$ cat config.mk
export PLATFORM = sky130hd
export DESIGN_NAME = msp_spi_initiator
export DESIGN_NICKNAME = d
export VERILOG_FILES = /design/src/rtl/msp_spi_initiator.sv
export SDC_FILE = /design/constraint.sdc
export NUM_CORES = 1
export LEC_CHECK = 0
export ABC_AREA = 1
export CAP_MARGIN = 20
export CORE_UTILIZATION = 49
export DETAILED_ROUTE_END_ITERATION = 7
export PLACE_DENSITY = 0.77
export SYNTH_ARGS = -nofsm -noshare
export SYNTH_HDL_FRONTEND = slang
export SYNTH_SLANG_ARGS = --single-unit
export TNS_END_PERCENT = 50
$ cat constraint.sdc
create_clock -name clk -period 2.1 [get_ports clk]
set_clock_uncertainty 0.15 [all_clocks]
set_input_delay 0.315 -clock clk [delete_from_list [all_inputs] [get_ports clk]]
set_output_delay 0.315 -clock clk [all_outputs]
set_load 0.005 [all_outputs]
$ cat src/rtl/msp_spi_initiator.sv
// Half-duplex mode-3 SPI initiator: shifts out a 64-bit command, turns the line around, clocks in N bytes.
// done lands 2*CLK_DIV*(64+T+8N)+1 cycles after acceptance; cmd_ready is low for the whole transfer.
module msp_spi_initiator #(
   parameter int CLK_DIV   = 2,
   parameter int TURN_BITS = 8
) (
   input  logic        clk,
   input  logic        rst_,
   input  logic        cmd_valid,
   output logic        cmd_ready,
   input  logic [63:0] cmd_data,
   input  logic [7:0]  resp_len,
   output logic [7:0]  resp_data,
   output logic        resp_valid,
   output logic        busy,
   output logic        done,
   output logic        spi_clk,
   output logic        spi_data_o,
   output logic        spi_data_oe,
   input  logic        spi_data_i
);

   localparam logic [1:0] S_IDLE = 2'd0;
   localparam logic [1:0] S_CMD  = 2'd1;
   localparam logic [1:0] S_TURN = 2'd2;
   localparam logic [1:0] S_RESP = 2'd3;

   localparam logic [7:0] DIV_RELOAD = 8'(CLK_DIV - 1);
   localparam logic [8:0] CMD_LAST   = 9'd63;
   localparam logic [8:0] TURN_LAST  = 9'(TURN_BITS - 1);

   logic [1:0]  state;
   logic [63:0] shreg;
   logic [7:0]  byte_cnt;
   logic [8:0]  bit_cnt;
   logic [7:0]  div_cnt;
   logic [7:0]  rx;
   logic        fin;
   logic        byte_pend;

   assign cmd_ready = (state == S_IDLE);

   always_ff @(posedge clk or negedge rst_) begin
      if (!rst_) begin
         state       <= S_IDLE;
         shreg       <= '0;
         byte_cnt    <= '0;
         bit_cnt     <= '0;
         div_cnt     <= '0;
         rx          <= '0;
         fin         <= 1'b0;
         byte_pend   <= 1'b0;
         resp_data   <= '0;
         resp_valid  <= 1'b0;
         busy        <= 1'b0;
         done        <= 1'b0;
         spi_clk     <= 1'b1;
         spi_data_o  <= 1'b0;
         spi_data_oe <= 1'b0;
      end else begin
         done       <= 1'b0;
         byte_pend  <= 1'b0;
         resp_valid <= byte_pend;
         if (byte_pend)
            resp_data <= rx;

         if (state == S_IDLE) begin
            if (cmd_valid) begin
               state    <= S_CMD;
               shreg    <= cmd_data;
               byte_cnt <= resp_len;
               bit_cnt  <= '0;
               div_cnt  <= '0;   // first falling edge on the very next cycle
               fin      <= 1'b0;
            end
         end else if (div_cnt != 8'd0) begin
            div_cnt <= div_cnt - 8'd1;
         end else begin
            div_cnt <= DIV_RELOAD;
            if (spi_clk) begin
               // the falling edge that would start another bit instead ends the transfer
               if (fin) begin
                  state       <= S_IDLE;
                  done        <= 1'b1;
                  busy        <= 1'b0;
                  spi_data_oe <= 1'b0;
                  spi_data_o  <= 1'b0;
               end else begin
                  spi_clk <= 1'b0;
                  busy    <= 1'b1;
                  if (state == S_CMD) begin
                     spi_data_oe <= 1'b1;
                     spi_data_o  <= shreg[63];
                     shreg       <= {shreg[62:0], 1'b0};
                  end else begin
                     spi_data_oe <= 1'b0;
                     spi_data_o  <= 1'b0;
                  end
               end
            end else begin
               spi_clk <= 1'b1;
               case (state)
                  S_CMD: begin
                     if (bit_cnt == CMD_LAST) begin
                        bit_cnt <= '0;
                        if (byte_cnt == 8'd0)
                           fin <= 1'b1;
                        else
                           state <= S_TURN;
                     end else begin
                        bit_cnt <= bit_cnt + 9'd1;
                     end
                  end
                  S_TURN: begin
                     if (bit_cnt == TURN_LAST) begin
                        bit_cnt <= '0;
                        state   <= S_RESP;
                     end else begin
                        bit_cnt <= bit_cnt + 9'd1;
                     end
                  end
                  S_RESP: begin
                     rx <= {rx[6:0], spi_data_i};
                     if (bit_cnt[2:0] == 3'd7) begin
                        bit_cnt   <= '0;
                        byte_pend <= 1'b1;
                        if (byte_cnt == 8'd1)
                           fin <= 1'b1;
                        else
                           byte_cnt <= byte_cnt - 8'd1;
                     end else begin
                        bit_cnt <= bit_cnt + 9'd1;
                     end
                  end
                  default: ;
               endcase
            end
         end
      end
   end

endmodule

# Yosys cells after proc, flatten, opt, wreduce, memory -nomap -nowiden
# Index checks and enable logic that the tools add are counted.
[word_totals] regBits=115 word_cells=116
[classes] add_sub_neg=3 bitwise=3 n_eq_ne=20 reduce_logical=18 n_mux=57
[op_table] op="$mux 64" count=6
[op_table] op="$mux 8" count=10
[op_table] op="$mux 9" count=7
[op_table] op="$pmux 9 s3" count=1
[op_table] op="$mux 1" count=23
[op_table] op="$mux 2" count=8
[op_table] op="$sub 8x1->8 const B" count=2
[op_table] op="$ne 2x2->1 const B" count=5
[op_table] op="$add 9x1->9 const B" count=1
[op_table] op="$eq 9x3->1 const B" count=1
[op_table] op="$eq 9x6->1 const B" count=1
[op_table] op="$ne 3x2->1 const B" count=3
[op_table] op="$eq 8x1->1 const B" count=1
[op_table] op="$logic_not 8->1" count=1
[op_table] op="$ne 4x4->1 const B" count=2
[op_table] op="$reduce_and 4->1" count=2
[op_table] op="$reduce_and 8->1" count=1
[op_table] op="$reduce_bool 2->1" count=4
[op_table] op="$reduce_bool 4->1" count=2
[op_table] op="$reduce_bool 8->1" count=1
[op_table] op="$reduce_and 7->1" count=1
[op_table] op="$ne 3x3->1 const B" count=2
[op_table] op="$reduce_and 6->1" count=1
[op_table] op="$reduce_and 5->1" count=1
[op_table] op="11 further kinds" count=14

# Longest topological paths before layout
[logic_depth] depth_word=7 depth_mapped=11 depth_no_buf=11

# Worst setup path before layout
# Ideal clock, no wire load.
[synth_path] path_type="register -> register" startpoint="reg state[0]" endpoint="reg shreg[10]" setup_ps=126 stages_incl_launch_ff=12 t_required_ps=1824 slack_ps=56 arrival_ps=1768 path_buffers=3 path_cell_list="dfrtp_1 -> inv_1 -> ha_1 -> buf_4 -> nor2_4 -> nand2_1 -> o21ai_1 -> nand2_2 -> inv_2 -> buf_6 -> buf_6 -> a31oi_1"
[synth_between] elab_chain_len=3 elab_cells_between_ends=9 classes_between="4 x eq/ne; 1 x mux; 4 x reduce/logical"
[synth_lines] element="start: declaration" line_no="32" rtl="logic [1:0] state;"
[synth_lines] element="start signal: assignment" line_no="45" rtl="state <= S_IDLE;"
[synth_lines] element="start signal: assignment" line_no="69" rtl="state <= S_CMD;"
[synth_lines] element="start signal: assignment" line_no="83" rtl="state <= S_IDLE;"
[synth_lines] element="$logic_not 2->1 *"
[synth_lines] element="via cmd_ready" line_no="10" rtl="output logic cmd_ready,"
[synth_lines] element="$ne 2x2->1 (no source line) or $reduce_bool 2->1 (tied branches)"
[synth_lines] element="$reduce_and 5->1 (no source line)"
[synth_lines] element="end signal: assignment" line_no="70" rtl="shreg <= cmd_data;"
[synth_lines] element="end signal: assignment" line_no="94" rtl="shreg <= {shreg[62:0], 1'b0};"
[synth_lines] element="end: declaration" line_no="33" rtl="logic [63:0] shreg;"
# The timed path passes the listed nets; every way through them passes the cells marked *.
# A chain may end at the register's enable or synchronous reset.

# Worst setup path in the final report
[layout_path] startpoint="reg state[1]" endpoint="reg shreg[52]"
[layout_between] elab_chain_len=3 elab_cells_between_ends=9 classes_between="4 x eq/ne; 1 x mux; 4 x reduce/logical"
[layout_lines] element="$eq 2x1->1 or $logic_not 2->1 (tied branches)" line_no="91, 67"
[layout_lines] element="$reduce_bool 2->1 (no source line) or $ne 2x2->1 (tied branches)"
[layout_lines] element="$reduce_and 5->1 (no source line)"
# Parallel ways exist; a longest one is shown, timed or not.

==> flow_summary.yaml <==
synth:
  yosys_warnings: 0
  avgSynthCellArea_sq_um: 7.95
  synth-compound-area-share_pct: 11.7
  seq_area_frac_synth_pct: 50.0
  synthCells: 725
  synthMuxAreaShare_pct: 0.369
  async_flop_share_pct: 100
  syn_area_sq_um: 5760
  synth_top_family_by_area: "simple AND/OR/NAND/NOR gates"
  synthAdderAreaFrac_pct: 3.04
  synthTopCellsByArea: "dfrtp_1, nand2_1, a31oi_1, nor2_1, ha_1"
  yosysTopAreaCellShare_pct: 49.5
  synth_edf_count: 0
  synthesis.nets: 815
  ys_types: 32
  synthSimpleGateAreaFrac_pct: 27.1
  synth_ff_type: "dfrtp_1"
  synth-xor-area-share_pct: 1.22
  ys_seq_elements: 115
  yosys.area.top_type: "dfrtp_1"
pwr:
  clkPwrFrac_pct: 23.9
  powerDensity_nw_per_um2: 1500
  power.leakage_nw: 3.48
  total_power_mw: 11.3
  p_switching_mw: 4.59
  ir_worst_vdd_mv: 0.705
  seq_power_share_pct: 32.6
  sw_frac_of_total_pct: 40.7
  p_int_mw: 6.70
  pwr-share-comb_pct: 43.5
routing:
  drt_iter0_markers: 361
  vias_per_cell: 5.27
  avgRoutedWirePerCell_um: 13.8
  drtAntennaViolNets: 0
  wirelength_mm: 13.5
  vias: 5176
  drtPass1Iterations: 5
  post-route-drc-count: 0
cts:
  cts.clk_slew.worst_paths_ps: 60
  htree_levels: 4
  worstSkewPairLatency_ps: 420
  cts_sinks: 115
  cts.path.max_buffers: 2
  numCtsBuffers: 17
  cts_tree: "done"
  root_buffer: "clkbuf_16"
floorplan:
  io-pin-count: 91
  design.core.area_sq_um: 11400
  die_w_um: 110
  row_count: 39
  start_util_pct: 50.5
  die_area_sq_um: 12200
  die_h_um: 110
global_route:
  grt_use_met1_pct: 30.5
  grt_pass1_vias: 4896
  top_usage_layer: "met2"
  grtUsageMet3_pct: 6.09
  grt_overflow_total: 0
  grt_usage_pct: 22.9
  grt_max_degree: 69
  grt_pass1_wl_mm: 22.5
  antenna_found_initial: 0
  use_met2_pct: 35.4
place:
  portBuffers: 90
  place_congestion: 0.896
  dp_hpwl_mm: 9.07
  dp_cells: 945
  place_ws_ps: 79.0
sta:
  post-route-worst-setup-slack_ps: 92.0
  period_minus_slack_ps: 2010
  relSlewSlack_pct: 59.2
  maxSlewViolCount: 0
  hold_ws_ps: 306
  fmax_ghz: 0.498
  setup_viol: 0
  hold_viol: 0
  rsz0062_at_grt: "yes"
  period_share_pct: 95.6
  tightest_slew_ps: 612
layout:
  nFillCells: 955
  antennaDiodeCount: 0
  layout_common_cells: "nand2_1, dfrtp_1, nor2_1"
  layout_commonest_cell: "nand2_1"
  syn2layout_area_growth_pct: 30.7
  drive_gt1_share_pct: 8.82
  layout.nets: 916
  instances_no_fill: 982
critical_path:
  rrSetupSlack_ps: 90
  worstPathCellList: "inv_2 -> ha_4 -> buf_4 -> nor2_4 -> nand2_2 -> o21ai_2 -> nand2_2 -> clkinv_4 -> buf_12 -> nor2_1 -> a31oi_1"
  setup.worst_path.start: "state[1]"
  crit_type: "reg2reg"
  worstPathMaxFanout: 41
  worst_ep_required_time_ps: 2280
  crit-reg2reg-capture: "shreg[52]"
  cp-endpoint: "shreg[52]"
  reg2reg_depth: 11
  crit_top_cell: "nand2_2"
  slowest_delay_ps: 360
  worstSetupEndpointType: "flip-flop"
  crit_arrival_ps: 2190
  cpMaxStageDelayCell: "dfrtp_1"
  critPathLaunchType: "flip-flop"
  rr_startpoint: "state[1]"
outcome:
  outcome: "complete, no violations"
run:
  maxCapViolCount: 0
hold_path:
  min_path_type: "in2async"
-- sequential cells by signal (all words and copies together) (netlist names), 2 cells and up --
name       flops
resp_data      8
div_cnt        8
byte_cnt       8
bit_cnt        9
shreg         64
state          2
rx             8
-- power by group through the flow --
stage,Clock [mW],Sequential (mW),Combinational [mW]
floorplan,0,3.56,3.51
global placement,0,3.65,4.41
detailed placement,0,3.68,4.63
CTS,2.72,3.67,4.72
global route,2.83,3.79,5.55
finish,2.70,3.68,4.91
-- worst max-delay path: cells and delay by family, from the launching register on --
family,cells,cell delay [ps]
adder cells (fa/ha/maj),1,160
flip-flops,1,360
buffers and inverters,4,520
AND/OR/NAND/NOR,4,370
AO/OA/AOI/OAI,2,330
-- layout make-up --
type / count / area (sq um) / area share [%]
Timing Repair Buffer: 115 / 1210 / 16.0
Inverter: 49 / 191 / 2.54
Multi-Input combinational cell: 528 / 2530 / 33.6
Tap cell: 143 / 179 / 2.38
Clock buffer: 22 / 464 / 6.16
Sequential cell: 115 / 2880 / 38.2
Clock inverter: 10 / 83.8 / 1.11
-- worst min path at each step --
| stage | to | slack (ps) | start |
|---|---|---|---|
| final | div_cnt[7] | 310 | rst_ |
| after global routing | shreg[6] | 310 | cmd_data[6] |
| after CTS | shreg[5] | 300 | cmd_data[5] |
| after detailed placement | busy | 210 | rst_ |
| after global placement | fin | 210 | rst_ |
| after floorplan | bit_cnt[0] | -130 | rst_ |
-- synth_stat cells (7+ instances only) --
cell	count
nand3_1	28
buf_4	7
a31oi_1	65
nand2_1	243
ha_1	14
nor2_1	101
inv_1	45
o21ai_0	26
clkbuf_1	16
dfrtp_1	114
xor2_1	7
a21oi_1	12
-- logic make-up after synthesis --
kind of cell,after synthesis
and+or+nand+nor,391
AOI/OAI and AO/OA,113
xor gates and xnor gates,8
adders and majority gates,14
buffers and inverters,82
DFF,115
muxes,2
-- metrics by stage --
step                      area, sq um  TNS (ps)  util, %
after floorplan                  5760         0        -
after global placement           6860         0     60.0
after detailed placement         6860         0     60.0
after CTS                        7450         0     65.2
after global routing             7530      -184     66.0
final                            7530         0     66.0
-- routing by layer --
metal	vias to the layer above	part of all wire [%]
met5	-	0
met4	0	1.8
met3	22	5.5
met2	160	47
met1	2431	46
li1	2563	-
-- repair_timing --
action	4_1_cts	5_1_grt
pin swaps	1	1
buffers inserted	2	0
endpoints found under the hold margin	37	0
setup endpoints to repair	1	67
gates cloned	0	2
hold buffers	1	0
gates resized for setup	7	11
No activity file was read; power rests on OpenSTA's default activity.
